===== src/rtl/hazard3_pmp_arb_pkg.sv =====
// Shared encodings for the Hazard3 PMP lookup arbiter: PMP access types,
// response source IDs and the arbiter grant enumeration.
package hazard3_pmp_arb_pkg;

  localparam logic [1:0] PMP_TYPE_R = 2'b00;
  localparam logic [1:0] PMP_TYPE_W = 2'b01;
  localparam logic [1:0] PMP_TYPE_X = 2'b10;

  localparam logic RSP_SRC_I = 1'b0;
  localparam logic RSP_SRC_D = 1'b1;

  typedef enum logic [1:0] {
    GRANT_NONE = 2'b00,
    GRANT_I    = 2'b01,
    GRANT_D    = 2'b10
  } grant_t;

  // Instruction fetches always look up as execute; data side as read or write.
  function automatic logic [1:0] pmp_type_for(input logic is_d, input logic write);
    if (!is_d) begin
      return PMP_TYPE_X;
    end
    return write ? PMP_TYPE_W : PMP_TYPE_R;
  endfunction

endpackage


===== src/rtl/hazard3_pmp_arb_prio.sv =====
// Grant selection for the PMP lookup arbiter: d-over-i priority with an
// i-side starvation counter that forces an i grant after STARVE_LIMIT losses.
module hazard3_pmp_arb_prio
  import hazard3_pmp_arb_pkg::*;
#(
  parameter int STARVE_LIMIT = 4
) (
  input  logic   clk,
  input  logic   rst_n,
  input  logic   can_accept,
  input  logic   i_valid,
  input  logic   d_valid,
  output grant_t grant
);

  localparam int CW = (STARVE_LIMIT < 1) ? 1 : $clog2(STARVE_LIMIT + 1);
  localparam logic [CW-1:0] LIMIT = CW'(STARVE_LIMIT);

  logic [CW-1:0] starve_cnt;
  logic          starved;

  assign starved = (STARVE_LIMIT != 0) && (starve_cnt == LIMIT);

  always_comb begin
    grant = GRANT_NONE;
    if (can_accept) begin
      if (starved && i_valid) begin
        grant = GRANT_I;
      end else if (d_valid) begin
        grant = GRANT_D;
      end else if (i_valid) begin
        grant = GRANT_I;
      end
    end
  end

  // A loss only counts on cycles where a grant was actually handed out.
  always_ff @(posedge clk or negedge rst_n) begin
    if (!rst_n) begin
      starve_cnt <= '0;
    end else if (!i_valid || grant == GRANT_I) begin
      starve_cnt <= '0;
    end else if (can_accept && starve_cnt != LIMIT) begin
      starve_cnt <= starve_cnt + 1'b1;
    end
  end

endmodule


===== src/rtl/hazard3_pmp_arb.sv =====
// Shares one PMP lookup port between fetch and load/store through a 2-stage
// pipeline. Optional fault capture: define HAZARD3_PMP_ARB_FAULT_CAPTURE_EN.
module hazard3_pmp_arb
  import hazard3_pmp_arb_pkg::*;
#(
  parameter int W_ADDR       = 32,
  parameter int STARVE_LIMIT = 4
) (
  input  logic              clk,
  input  logic              rst_n,

  input  logic              i_req_valid,
  output logic              i_req_ready,
  input  logic [W_ADDR-1:0] i_req_addr,
  input  logic              i_req_m_mode,
  input  logic              i_req_32bit,

  input  logic              d_req_valid,
  output logic              d_req_ready,
  input  logic [W_ADDR-1:0] d_req_addr,
  input  logic              d_req_m_mode,
  input  logic              d_req_write,

  input  logic              cfg_wen,

  output logic [W_ADDR-1:0] pmp_addr,
  output logic              pmp_m_mode,
  output logic [1:0]        pmp_type,
  output logic              pmp_32bit,
  input  logic              pmp_kill,

  output logic              rsp_valid,
  input  logic              rsp_ready,
  output logic              rsp_src,
  output logic              rsp_kill
`ifdef HAZARD3_PMP_ARB_FAULT_CAPTURE_EN
  ,
  input  logic              fault_clr,
  output logic              fault_sticky,
  output logic [W_ADDR-1:0] fault_addr,
  output logic              fault_src
`endif
);

  logic              s1_valid;
  logic [W_ADDR-1:0] s1_addr;
  logic              s1_m_mode;
  logic [1:0]        s1_type;
  logic              s1_32bit;
  logic              s1_src;

  logic              s2_valid;
  logic              s2_src;
  logic              s2_kill;

  logic              s2_load;
  logic              s1_accept;
  grant_t            grant;

  // A config write in flight blocks S1 so the lookup repeats against new config.
  assign s2_load   = s1_valid && !cfg_wen && (!s2_valid || rsp_ready);
  assign s1_accept = !s1_valid || s2_load;

  hazard3_pmp_arb_prio #(
    .STARVE_LIMIT(STARVE_LIMIT)
  ) prio (
    .clk       (clk),
    .rst_n     (rst_n),
    .can_accept(s1_accept),
    .i_valid   (i_req_valid),
    .d_valid   (d_req_valid),
    .grant     (grant)
  );

  assign i_req_ready = (grant == GRANT_I);
  assign d_req_ready = (grant == GRANT_D);

  always_ff @(posedge clk or negedge rst_n) begin
    if (!rst_n) begin
      s1_valid  <= 1'b0;
      s1_addr   <= '0;
      s1_m_mode <= 1'b0;
      s1_type   <= PMP_TYPE_R;
      s1_32bit  <= 1'b0;
      s1_src    <= RSP_SRC_I;
    end else if (grant == GRANT_D) begin
      s1_valid  <= 1'b1;
      s1_addr   <= d_req_addr;
      s1_m_mode <= d_req_m_mode;
      s1_type   <= pmp_type_for(1'b1, d_req_write);
      s1_32bit  <= 1'b0;
      s1_src    <= RSP_SRC_D;
    end else if (grant == GRANT_I) begin
      s1_valid  <= 1'b1;
      s1_addr   <= i_req_addr;
      s1_m_mode <= i_req_m_mode;
      s1_type   <= pmp_type_for(1'b0, 1'b0);
      s1_32bit  <= i_req_32bit;
      s1_src    <= RSP_SRC_I;
    end else if (s2_load) begin
      s1_valid  <= 1'b0;
    end
  end

  assign pmp_addr   = s1_valid ? s1_addr : '0;
  assign pmp_m_mode = s1_valid & s1_m_mode;
  assign pmp_type   = s1_valid ? s1_type : 2'b00;
  assign pmp_32bit  = s1_valid & s1_32bit;

  always_ff @(posedge clk or negedge rst_n) begin
    if (!rst_n) begin
      s2_valid <= 1'b0;
      s2_src   <= RSP_SRC_I;
      s2_kill  <= 1'b0;
    end else if (s2_load) begin
      s2_valid <= 1'b1;
      s2_src   <= s1_src;
      s2_kill  <= pmp_kill;
    end else if (rsp_ready) begin
      s2_valid <= 1'b0;
    end
  end

  assign rsp_valid = s2_valid;
  assign rsp_src   = s2_valid & s2_src;
  assign rsp_kill  = s2_valid & s2_kill;

`ifdef HAZARD3_PMP_ARB_FAULT_CAPTURE_EN
  // First denied lookup is kept until software acknowledges it.
  always_ff @(posedge clk or negedge rst_n) begin
    if (!rst_n) begin
      fault_sticky <= 1'b0;
      fault_addr   <= '0;
      fault_src    <= RSP_SRC_I;
    end else if (fault_clr) begin
      fault_sticky <= 1'b0;
    end else if (s2_load && pmp_kill && !fault_sticky) begin
      fault_sticky <= 1'b1;
      fault_addr   <= s1_addr;
      fault_src    <= s1_src;
    end
  end
`endif

endmodule


===== config.mk =====
export PLATFORM = sky130hd
export DESIGN_NAME = hazard3_pmp_arb
export DESIGN_NICKNAME = d
export VERILOG_FILES = /design/src/rtl/hazard3_pmp_arb_pkg.sv /design/src/rtl/hazard3_pmp_arb_prio.sv /design/src/rtl/hazard3_pmp_arb.sv
export SDC_FILE = /design/constraint.sdc
export NUM_CORES = 1
export LEC_CHECK = 0
export BUFFER_PORTS_ARGS = -buffer_cell sky130_fd_sc_hd__buf_2
export CAP_MARGIN = 20
export CORE_ASPECT_RATIO = 2
export CORE_UTILIZATION = 40
export CTS_BUF_LIST = sky130_fd_sc_hd__clkbuf_4
export DETAILED_ROUTE_END_ITERATION = 8
export PLACE_DENSITY = 0.71
export SYNTH_ARGS = -nofsm -noshare
export SYNTH_HDL_FRONTEND = slang
export SYNTH_SLANG_ARGS = --single-unit

===== constraint.sdc =====
create_clock -name clk -period 2.04 [get_ports clk]
set_input_delay 0.204 -clock clk [delete_from_list [all_inputs] [get_ports clk]]
set_output_delay 0.204 -clock clk [all_outputs]
set_load 0.1 [all_outputs]

### Word level (Yosys, flattened, before mapping)

Index checks and enable logic that the tools add are counted.

* register bits: 44
* input port bits: 75
* output and inout bits: 41
* word-level logic and storage cells: 58

* add/subtract/negate cells: 1
* eq/ne operators: 4
* mux-type cells: 24
* bitwise operators: 4
* reductions and logical operators: 15

Operator list (number)
* $mux 32: 3
* $mux 1: 13
* $mux 2: 6
* $mux 3: 2
* $reduce_bool 2->1: 3
* $and 1x1->1: 4
* $logic_and 1x1->1: 4
* $logic_not 1->1: 4
* $add 3x1->3 const B: 1
* $eq 3x3->1 const B: 1
* $logic_or 1x1->1: 3
* $ne 3x3->1 const B: 1
* $reduce_bool 3->1: 1
* $eq 2x1->1 const B: 1
* $eq 2x2->1 const B: 1

### Logic depth before layout (Yosys ltp)

Gate-level depths: netlist of the first run.

* word-level depth: 8
* depth in mapped cells: 10
* mapped depth without buffers: 9

### Hierarchy

From an unflattened synthesis of the first run, not the netlist that was laid out.

* cells, all modules: 238
* area total of the unflattened synthesis: 2378.5 um^2

By module, submodules not included
* hazard3_pmp_arb: times used 1, cells an instance 215, area each 2177.1 um^2, seq. area each 1026.0 um^2
* hazard3_pmp_arb_prio: times used 1, cells an instance 23, area each 201.4 um^2, seq. area each 75.1 um^2

### Worst setup path before layout of the first run

OpenSTA, ideal clock, no wires.

* path kind: reg-to-reg
* from: register s2_valid (netlist: rsp_valid)
* to: register s1_addr[10]
* library setup time: 133 ps
* data arrival time: 3027 ps
* data required time: 1907 ps
* setup slack: -1120 ps
* stages on the path, launching flop included: 9
* buffers on the path: 2
* period minus slack after synthesis: 3160 ps
* cell sequence: dfrtp_1 > and2b_1 > o21ai_2 > and3_1 > ha_1 > buf_4 > buf_6 > mux2i_1 > o21ai_0

* word-level cells in the longest chain between the ends: 7
* elaborated cells on any way between the ends: 9
* those cells by class: eq/ne (2); mux (2); reduce/logical (5)

RTL lines
* start: declaration: line hazard3_pmp_arb.sv:52 `logic s2_valid;`
* start signal: assignment: line hazard3_pmp_arb.sv:112 `s2_valid <= 1'b0;`
* start signal: assignment: line hazard3_pmp_arb.sv:116 `s2_valid <= 1'b1;`
* start signal: assignment: line hazard3_pmp_arb.sv:120 `s2_valid <= 1'b0;`
* $logic_not 1->1 *: line hazard3_pmp_arb.sv:61 `assign s2_load = s1_valid && !cfg_wen && (!s2_valid || rsp_ready);`
* $logic_or 1x1->1 *: line hazard3_pmp_arb.sv:61
* $logic_and 1x1->1 *: line hazard3_pmp_arb.sv:61
* $logic_or 1x1->1 *: line hazard3_pmp_arb.sv:62 `assign s1_accept = !s1_valid || s2_load;`
* $mux 2 *: line hazard3_pmp_arb_prio.sv:26 `if (can_accept) begin`
* $eq 2x2->1 *
* via d_req_ready: line hazard3_pmp_arb.sv:19 `output logic d_req_ready,`
* $mux 32 / $reduce_bool 2->1 (equally long branches)
* end signal: assignment: line hazard3_pmp_arb.sv:88 `s1_addr <= d_req_addr;`
* end signal: assignment: line hazard3_pmp_arb.sv:95 `s1_addr <= i_req_addr;`
* end: declaration: line hazard3_pmp_arb.sv:46 `logic [W_ADDR-1:0] s1_addr;`

Mark *: on every way through the listed nets, which the timed path passes. The rest lies on a longest branch.
A chain may end at the register's enable or synchronous reset.

### Final worst setup path of the first run

* from: register s2_valid (netlist: rsp_valid)
* to: output port d_req_ready

* word-level cells in the longest chain between the ends: 6

RTL lines
* $logic_not 1->1: line hazard3_pmp_arb.sv:61
* $logic_or 1x1->1: line hazard3_pmp_arb.sv:61
* $logic_and 1x1->1: line hazard3_pmp_arb.sv:61
* $logic_or 1x1->1: line hazard3_pmp_arb.sv:62
* $mux 2: line hazard3_pmp_arb_prio.sv:26
* $eq 2x2->1: line hazard3_pmp_arb.sv:76 `assign d_req_ready = (grant == GRANT_D);`
* end: declaration: line hazard3_pmp_arb.sv:19

Every way passes these cells.

==> results of run 1 <==
metrics by stage:
stage	cells	hold slack [ps]	setup TNS (ps)
2_1_floorplan	245	-91.59	-8674
3_3_place_gp	413	265.4	0
3_5_place_dp	413	282.0	0
4_1_cts	426	45.71	-114.1
5_1_grt	430	49.68	-975.2
6_report	431	57.72	-118.8
layout make-up:
class / count / area, um^2 / area share [%]
diodes: 1 / 2.502 / 0.06421
clock buffers: 6 / 45.04 / 1.156
clock inverters: 2 / 35.03 / 0.8989
inverters: 4 / 15.01 / 0.3852
multi-input cells: 181 / 1267 / 32.52
flip-flops and latches: 44 / 1105 / 28.35
well taps: 61 / 76.32 / 1.958
repair buffers: 132 / 1351 / 34.67
repair_timing:
| item | in CTS | in global routing |
|---|---|---|
| endpoints found under the setup margin | 3 | 24 |
| gates cloned | 0 | 1 |
| resized for setup | 6 | 10 |
| pin swaps | 1 | 2 |
| setup buffers | 4 | 3 |
| hold buffers | 1 | 0 |
| hold endpoints to repair | 29 | 0 |
cells in the mapped netlist (2+ instances only):
| master | n | share of area [%] |
|---|---|---|
| dfrtp_1 | 44 | 46 |
| nand2_1 | 40 | 6.3 |
| and2_1 | 38 | 10 |
| o21ai_0 | 37 | 7.8 |
| mux2i_1 | 33 | 14 |
| clkbuf_1 | 7 | 1.1 |
| ha_1 | 5 | 2.6 |
| nand3_1 | 5 | 1.0 |
| buf_2 | 4 | 0.84 |
| inv_1 | 4 | 0.63 |
| buf_6 | 3 | 1.4 |
| a21oi_1 | 2 | 0.42 |
| a22o_1 | 2 | 0.73 |
| and3_1 | 2 | 0.52 |
| and3b_1 | 2 | 0.73 |
| buf_4 | 2 | 0.63 |
| mux2_1 | 2 | 0.94 |
| nand2b_1 | 2 | 0.52 |
| nor2_1 | 2 | 0.31 |
| nor2b_1 | 2 | 0.52 |
metal layers:
layer  track usage, %  vias up
met4            11.71        0
met3            2.917       19
met1            19.70     1059
li1                 -     1068
met5                0        -
met2            41.96       85
worst reg2reg max path: cells and delay by family (launching register included):
kind	cells	cell delay [ps]
AOI/OAI and AO/OA	2	310
and+or+nand+nor	2	430
muxes	1	260
adders and majority gates	1	150
buffers and inverters	2	310
DFF	1	500
layout by cell type (no fill, tap or decap), drive strengths merged, types with 2 or more instances in the layout:
cell    instances
buf           130
dfrtp          44
nand2          40
and2           38
o21ai          38
mux2i          33
clkbuf          7
nand3           5
ha              5
inv             4
mux2            3
and3            2
nor2            2
a22o            2
nand2b          2
and3b           2
nor2b           2
a21oi           2
flip-flops by register name, summed over array words and instances, names as in the netlist:
name	cells
prio.starve_cnt	3
rsp_valid	1
s1_32bit	1
s1_addr	32
s1_m_mode	1
s1_src	1
s1_type	2
s1_valid	1
s2_kill	1
s2_src	1
logic make-up (layout without fill, tap and decap cells):
group	after synthesis	after routing	synth area share, %
multiplexers	36	36	15.27
AO/OA/AOI/OAI	45	45	10.76
AND/OR/NAND/NOR	95	95	20.57
other	0	1	0
flip-flops	44	44	46.17
adder cells (fa/ha/maj)	5	5	2.623
buffers and inverters	20	144	4.617
worst max-delay path by stage:
stage / start / to / slack [ps]
after floorplan: rsp_valid$_DFFE_PN0P_ / s1_addr[10]$_DFFE_PN0P_ / -270
after global placement: prio.starve_cnt[0]$_DFFE_PN0P_ / s1_32bit$_DFFE_PN0P_ / 150
after detailed placement: prio.starve_cnt[0]$_DFFE_PN0P_ / s1_addr[5]$_DFFE_PN0P_ / 40
after CTS: rsp_valid$_DFFE_PN0P_ / i_req_ready / -70
after global routing: rsp_valid$_DFFE_PN0P_ / d_req_ready / -120
final: rsp_valid$_DFFE_PN0P_ / d_req_ready / -60
==> results by group, run 1 <==
Global routing
  – Gr ovfl total: 0
  – Vias in the first global route: 2,333
  – First-pass GRT wire length: approximately 10,000 um
  – Initial antenna violation count: 0
  – Largest net degree at the start of global routing: between 50 and 60
  – Total Routing Usage GR: between 20% and 30%

Die
  – Die Ht: 111.2 um
  – Die area: between 6000 and 7000 um^2
  – Core ar.: 5709 um^2
  – Ports: approximately 120
  – Die width: approximately 57 um
  – Site row count: 39
  – Initial Utilization: 41.77%

Critical path
  – Setup Crit Path Kind: register to primary output
  – CP Buf/Inv Count: 2
  – Reg-to-Reg Start: rsp_valid$_DFFE_PN0P_
  – Worst EP required: approximately 1800 ps
  – Top delay family on crit path: flip-flops
  – R2r worst-path depth: 8
  – CP cell instances: and2b_1 -> o21ai_2 -> and3_4 -> ha_4 -> buf_12 -> buf_12
  – Most frequent CP cell: buf_12
  – Crit start category: register
  – CP Max Fanout: 3
  – Crit path DAT: between 1500 and 2000 ps
  – Reg-to-reg endpoint: s1_addr[21]$_DFFE_PN0P_
  – Stages on worst setup path: 6
  – Crit. End Element: primary output
  – Crit path max-delay cell type: dfrtp_4
  – Worst reg-to-reg setup slack: -20 ps
  – CP peak stage delay: approximately 500 ps

Detailed routing
  – DRT iter0 DRCs: 49
  – DRT Pass-1 Iters: 4
  – Avg WL per Cell: about 15 um
  – Total wire length: approximately 6600 um
  – WL met3: around 260 um
  – Avg Vias per Cell: about 5.2
  – Uppermost layer routed: met4
  – Post-Route M1 WL: 2221 um
  – Final ANT Viol Nets: 0
  – DRC violations left: 0
  – DR vias: about 2,200
  – Metal2 WL: ~3800 um

Placed design
  – GPL Wtd Cong: between 0.7 and 0.8
  – Hpwl dp: between 4000 and 5000 um
  – Pre-CTS setup slack: approximately 43 ps
  – Placed Area: approximately 3700 um^2
  – PortBufs: about 120

Clock tree
  – Longest Clk Path Bufs: 2
  – Root Buffer Master: clkbuf_4
  – Total clock sinks: 44
  – Htree depth: 2
  – CTS buffer count: 5
  – CTS tree: yes
  – Reg clk slew, reported paths: around 130 ps
  – Clk_lat worst skew: 350 ps

Synth
  – Unique cell type count in the Yosys netlist: 27
  – Syn nets: between 300 and 400
  – FFs w/ async S/R, synth: 100.0%
  – Syn Std Cell Area: about 2400 um^2
  – Synth Register Bits: 44
  – Avg Cell Area, Syn: around 9.7 um^2
  – Synth Instances: 245
  – Post-synthesis sequential area ratio: a little under half
  – Yosys warns: 0
  – Number of enable flip-flop cells after synthesis: 0
  – Most used DFF post-synth: dfrtp_1

Timing
  – Worst-Margin Slew: 674.2 ps
  – Slew margin rel.: between 50% and 60%
  – Max Clk Rate: approximately 480 MHz
  – RSZ-0062 raised after global routing: true
  – Period utilization: 102.8%
  – Setup violators final: 4
  – Slew Viols, Final: 0
  – Setup ws final: -57.26 ps
  – Tmin final: approximately 2100 ps
  – Clk_skew: 12.82 ps
  – Fin. Hold Viols: 0

Final layout
  – Nets: between 400 and 500
  – Share of post-route cells with drive strength above 1: 43.36%
  – Area growth from synthesis to layout: 63.43%
  – Final Cell Area: ~3900 um^2
  – Fill count: 444
  – Fin util: 68.27%

Min path
  – Hold Path End: s1_32bit$_DFFE_PN0P_
  – Hold wc startpoint: i_req_32bit
  – Worst hold path depth: 2
  – Min-Delay Path Class: input pin to register

Run status
  – Status: finished with violations
  – Violated checks: setup timing

Flow run
  – Maxcap violations: 0
Power of run 1 is left out: the tool's default activity adds up to more than one toggle a clock period on the data nets, which glitch-free logic cannot reach.
==> inputs of run 2 (changes only) <==
Settings changed: SKIP_CTS_REPAIR_TIMING set to 1.
==> results by group, run 2 (same netlist as run 1, synthesis figures left out) <==
Timing
  – Worst-Margin Slew: 682.5 ps (was 674.2 ps)
  – Setup ws final: -80.83 ps (was -57.26 ps)
  – Fin. Hold Viols: 0 (unchanged)
  – Post-Route Setup TNS: -157.9 ps (was -118.8 ps)
  – Max Clk Rate: 471.5 MHz (was 476.8 MHz)
  – Slew margin rel.: 54.50% (was 55.05%)
  – RSZ-0062 raised after global routing: true (unchanged)
  – Period utilization: 104.0% (was 102.8%)
  – Clk_skew: 7.979 ps (was 12.82 ps)
  – Slew Viols, Final: 0 (unchanged)
  – Tmin final: 2121 ps (was 2097 ps)
  – Setup violators final: 2 (was 4)

Critical path
  – Crit. End Element: primary output (unchanged)
  – Crit path DAT: 1920 ps (was 1890 ps)
  – Worst EP required: 1840 ps (about the same)
  – CP peak stage delay: 510 ps (was 500 ps)
  – CP cell instances: and2b_1 -> o21ai_2 -> buf_4 -> and3_4 -> ha_4 -> buf_12 (was and2b_1 -> o21ai_2 -> and3_4 -> ha_4 -> buf_12 -> buf_12)
  – CP Max Fanout: 4 (was 3)
  – Crit path max-delay cell type: dfrtp_4 (unchanged)
  – Worst reg-to-reg setup slack: 10 ps (was -20 ps)
  – Crit start category: register (unchanged)
  – Setup Crit Path Kind: register to primary output (unchanged)

Run status
  – Violated checks: setup timing (unchanged)
  – Status: finished with violations (unchanged)

Global routing
  – Initial antenna violation count: 0 (unchanged)
  – Gr ovfl total: 0 (unchanged)
  – Largest net degree at the start of global routing: 53 (unchanged)
  – First-pass GRT wire length: 10,160 um (was 10,360 um)
  – Total Routing Usage GR: 20.75% (was 21.35%)
  – Vias in the first global route: 2,272 (was 2,333)

Die
  – Ports: 116 (unchanged)
  – Die width: 56.60 um (unchanged)
  – Core ar.: 5709 um^2 (unchanged)
  – Site row count: 39 (unchanged)
  – Die Ht: 111.2 um (unchanged)
  – Die area: 6294 um^2 (unchanged)
  – Initial Utilization: 41.77% (unchanged)

Final layout
  – Nets: 449 (was 448)
  – # diodes: 0 (was 1)
  – Most common cell after layout, fill and taps aside: buf_2 (unchanged)
  – Max reg flops: 32 (unchanged)
  – Final Cell Area: 3886 um^2 (was 3897 um^2)
  – Fin util: 68.07% (was 68.27%)
  – Most frequent cells in the layout: 77 x buf_2, 43 x dfrtp_1, 42 x buf_12 (unchanged)
  – Share of post-route cells with drive strength above 1: 42.97% (was 43.36%)
  – Top reg by flops: s1_addr (unchanged)
  – Largest regs: s1_addr: 32 flops, prio.starve_cnt: 3 flops, s1_type: 2 flops (unchanged)
  – Area growth from synthesis to layout: 62.96% (was 63.43%)

Detailed routing
  – Final ANT Viol Nets: 0 (unchanged)
  – DR vias: 2,239 (was 2,231)
  – Total wire length: 6495 um (was 6583 um)
  – DRC violations left: 0 (unchanged)
  – DRT Pass-1 Iters: 4 (unchanged)
  – Avg WL per Cell: 15.07 um (was 15.27 um)
  – Avg Vias per Cell: 5.195 (was 5.176)
  – DRT iter0 DRCs: 58 (was 49)

Clock tree
  – Reg clk slew, reported paths: 130 ps (about the same)
  – Clk_lat worst skew: 340 ps (was 350 ps)
  – Htree depth: 2 (unchanged)
  – Root Buffer Master: clkbuf_4 (unchanged)
  – CTS tree: yes (unchanged)
  – Longest Clk Path Bufs: 2 (unchanged)
  – CTS buffer count: 5 (unchanged)
  – Total clock sinks: 44 (unchanged)

Placed design
  – Placed Area: 3659 um^2 (unchanged)
  – Pre-CTS setup slack: 42.95 ps (unchanged)
  – GPL Wtd Cong: 0.7695 (unchanged)
  – Hpwl dp: 4910 um (unchanged)
  – PortBufs: 115 (unchanged)

Min path
  – Min-Delay Path Class: input pin to register (unchanged)

Flow run
  – Maxcap violations: 0 (unchanged)
## run 2: changes by cell type in the layout (fill, tap and decap cells not counted)
cell     change
o21ai_0      -3
o21ai_1      +3
buf_4        +2
buf_6        -2
mux2i_1      +2
buf_8        +1
diode_2      -1
mux2i_2      -1
mux2i_4      -1
## run 2: through the flow
step / std cells / hold slack (ps)
final: 431 / 62.77
after global routing: 431 / 49.67
after CTS: 421 / -115.2
after detailed placement: 413 / 282.0
after global placement: 413 / 265.4
after floorplan: 245 / -91.59
## run 2: layout make-up
class                   instances  area, um^2
clock buffers                   6       45.04
fillers                       450        1823
multi-input cells             181        1251
clock inverters                 2       35.03
well taps                      61       76.32
inverters                       4       15.01
flip-flops and latches         44        1105
repair buffers                133        1359
## run 2: path summary, 6_finish.rpt
| path | from | to | depth (start not counted) |
|---|---|---|---|
| worst max-delay path | rsp_valid$_DFFE_PN0P_ | i_req_ready | 6 |
| worst min-delay path | i_req_32bit | s1_32bit$_DFFE_PN0P_ | 2 |
| worst max register to register | rsp_valid$_DFFE_PN0P_ | s1_addr[21]$_DFFE_PN0P_ | 8 |
| worst min register to register | s1_addr[27]$_DFFE_PN0P_ | s1_addr[27]$_DFFE_PN0P_ | 2 |
| max in group asynchronous | rst_n | s1_addr[4]$_DFFE_PN0P_ | 3 |
| min in group asynchronous | rst_n | s1_addr[25]$_DFFE_PN0P_ | 2 |
## run 2: layer usage
metal  vias up  GRT usage, %  share of wire (%)
met5         -             0                  0
met4         0         9.756                3.1
met3        16         2.800                4.1
met2        93         40.78                 59
met1      1062         19.92                 34
li1       1068             -                  -
## run 2: critical path, delay by kind of cell, from the launching register on
family                     cells  cell delay [ps]
DFF                            1              510
buffers and inverters          2              340
and+or+nand+nor                2              380
adders and majority gates      1              150
AOI/OAI and AO/OA              1              200
Power of run 2 is left out for the same reason.
==> inputs of run 3 (changes only) <==
Settings changed: BUFFER_PORTS_ARGS -buffer_cell sky130_fd_sc_hd__buf_2 to not set, DONT_BUFFER_PORTS set to 1, PLACE_DENSITY 0.71 to not set.
==> results by group, run 3 (same netlist as run 1, synthesis figures left out) <==
Run status
  – Status: finished with violations (unchanged)
  – Violated checks: setup timing (unchanged)

Placed design
  – PortBufs: 0 (was 115)
  – GPL Wtd Cong: 0.8394 (was 0.7695)
  – Pre-CTS setup slack: 51.79 ps (was 42.95 ps)
  – Placed Area: 3268 um^2 (was 3659 um^2)
  – Hpwl dp: 4258 um (was 4910 um)

Timing
  – Slew margin rel.: 76.62% (was 54.50%)
  – RSZ-0062 raised after global routing: true (unchanged)
  – Post-Route Setup TNS: -311.8 ps (was -157.9 ps)
  – Setup ws final: -111.0 ps (was -80.83 ps)
  – Hold WS: 13.50 ps (was 62.77 ps)
  – Max Clk Rate: 464.9 MHz (was 471.5 MHz)
  – Fin. Hold Viols: 0 (unchanged)
  – Worst-Margin Slew: 350.7 ps (was 682.5 ps)
  – Setup violators final: 7 (was 2)
  – Clk_skew: 17.35 ps (was 7.979 ps)
  – Period utilization: 105.4% (was 104.0%)
  – Tmin final: 2151 ps (was 2121 ps)
  – Slew Viols, Final: 0 (unchanged)

Critical path
  – Worst reg-to-reg setup slack: -40 ps (was 10 ps)
  – Crit path DAT: 1950 ps (was 1920 ps)
  – Crit path max-delay cell type: dfrtp_4 (unchanged)
  – Setup Crit Path Kind: register to primary output (unchanged)
  – Crit start category: register (unchanged)
  – Reg-to-Reg Start: rsp_valid$_DFFE_PN0P_ (unchanged)
  – CP cell instances: and2b_1 -> o21ai_4 -> and3_4 -> ha_4 -> buf_12 -> buf_12 (was and2b_1 -> o21ai_2 -> buf_4 -> and3_4 -> ha_4 -> buf_12)
  – R2r worst-path depth: 8 (unchanged)
  – Most frequent CP cell: buf_12
  – Worst EP required: 1840 ps (about the same)
  – Crit. End Element: primary output (unchanged)
  – Setup crit start: rsp_valid$_DFFE_PN0P_ (unchanged)
  – CP Max Fanout: 4 (unchanged)
  – CP peak stage delay: 490 ps (was 510 ps)
  – Reg-to-reg endpoint: s1_addr[2]$_DFFE_PN0P_ (was s1_addr[21]$_DFFE_PN0P_)

Global routing
  – Met2 usage: 33.02% (was 40.78%)
  – First-pass GRT wire length: 8714 um (was 10,160 um)
  – Gr ovfl total: 0 (unchanged)
  – Initial antenna violation count: 0 (unchanged)
  – Busiest grt layer: met2 (unchanged)
  – Total Routing Usage GR: 18.58% (was 20.75%)
  – Largest net degree at the start of global routing: 53 (unchanged)
  – Vias in the first global route: 1,793 (was 2,272)
  – M1 GR Usage: 18.53% (was 19.92%)
  – M3 GR Usage: 4.901% (was 2.800%)

Clock tree
  – CTS buffer count: 5 (unchanged)
  – Htree depth: 2 (unchanged)
  – Root Buffer Master: clkbuf_4 (unchanged)
  – Total clock sinks: 44 (unchanged)
  – Longest Clk Path Bufs: 2 (unchanged)
  – CTS tree: yes (unchanged)
  – Clk_lat worst skew: 390 ps (was 340 ps)
  – Reg clk slew, reported paths: 140 ps (was 130 ps)

Detailed routing
  – DRT iter0 DRCs: 60 (was 58)
  – DRT Pass-1 Iters: 4 (unchanged)
  – Final ANT Viol Nets: 0 (unchanged)
  – Avg WL per Cell: 16.56 um (was 15.07 um)
  – DRC violations left: 0 (unchanged)
  – DR vias: 1,881 (was 2,239)
  – Avg Vias per Cell: 5.284 (was 5.195)
  – Total wire length: 5895 um (was 6495 um)

Final layout
  – Largest regs: s1_addr: 32 flops, prio.starve_cnt: 3 flops, s1_type: 2 flops (unchanged)
  – Final Cell Area: 3497 um^2 (was 3886 um^2)
  – Area growth from synthesis to layout: 46.64% (was 62.96%)
  – Most common cell after layout, fill and taps aside: dfrtp_1 (was buf_2)
  – Nets: 374 (was 449)
  – Max reg flops: 32 (unchanged)
  – Share of post-route cells with drive strength above 1: 25.08% (was 42.97%)
  – # diodes: 0 (unchanged)
  – Most frequent cells in the layout: 43 x dfrtp_1, 41 x buf_12, 40 x nand2_1 (was 77 x buf_2, 43 x dfrtp_1, 42 x buf_12)
  – Top reg by flops: s1_addr (unchanged)

Die
  – Core ar.: 5709 um^2 (unchanged)
  – Die Ht: 111.2 um (unchanged)
  – Die width: 56.60 um (unchanged)
  – Initial Utilization: 41.77% (unchanged)
  – Site row count: 39 (unchanged)
  – Die area: 6294 um^2 (unchanged)
  – Ports: 116 (unchanged)

Min path
  – Hold wc startpoint: i_req_addr[8] (was i_req_32bit)
  – Worst hold path depth: 2 (unchanged)
  – Hold Path End: s1_addr[8]$_DFFE_PN0P_ (was s1_32bit$_DFFE_PN0P_)
  – Min-Delay Path Class: input pin to register (unchanged)

Flow run
  – Maxcap violations: 0 (unchanged)
## run 3: worst max path at each step
| stage | to | slack [ps] | depth (start not counted) |
|---|---|---|---|
| 4_1_cts | d_req_ready | -190 | 6 |
| 3_5_place_dp | s1_addr[26]$_DFFE_PN0P_ | 50 | 6 |
| 5_1_grt | d_req_ready | -190 | 6 |
| 6_report | d_req_ready | -110 | 6 |
| 3_3_place_gp | s1_32bit$_DFFE_PN0P_ | 110 | 6 |
| 2_1_floorplan | s1_addr[10]$_DFFE_PN0P_ | -270 | 8 |
## run 3: cell type report
class / count / area (um^2)
sequential: 44 / 1105
clock buffer: 5 / 37.54
timing repair buffer: 58 / 1007
tap: 61 / 76.32
fill: 470 / 2212
multi-input combinational: 181 / 1237
inverter: 4 / 15.01
clock inverter: 3 / 18.77
## run 3: per-layer routing
metal  vias up  share of wire, %
met5         -                 0
met4         0               3.2
met3        15               5.0
met2        72                57
met1       878                35
li1        916                 -
## run 3: worst max-delay path, delay by kind of cell, from the launching register on
family | cells | cell delay (ps)
buffers and inverters | 2 | 270
and+or+nand+nor | 2 | 440
AOI/OAI and AO/OA | 1 | 210
DFF | 1 | 490
adders and majority gates | 1 | 160
## run 3: metrics by stage
step	std cells	utilization, %
global placement	337	57.24
global route	356	61.25
detailed placement	337	57.24
CTS	345	58.23
floorplan	245	-
finish	356	61.25
Power of run 3 is left out for the same reason.
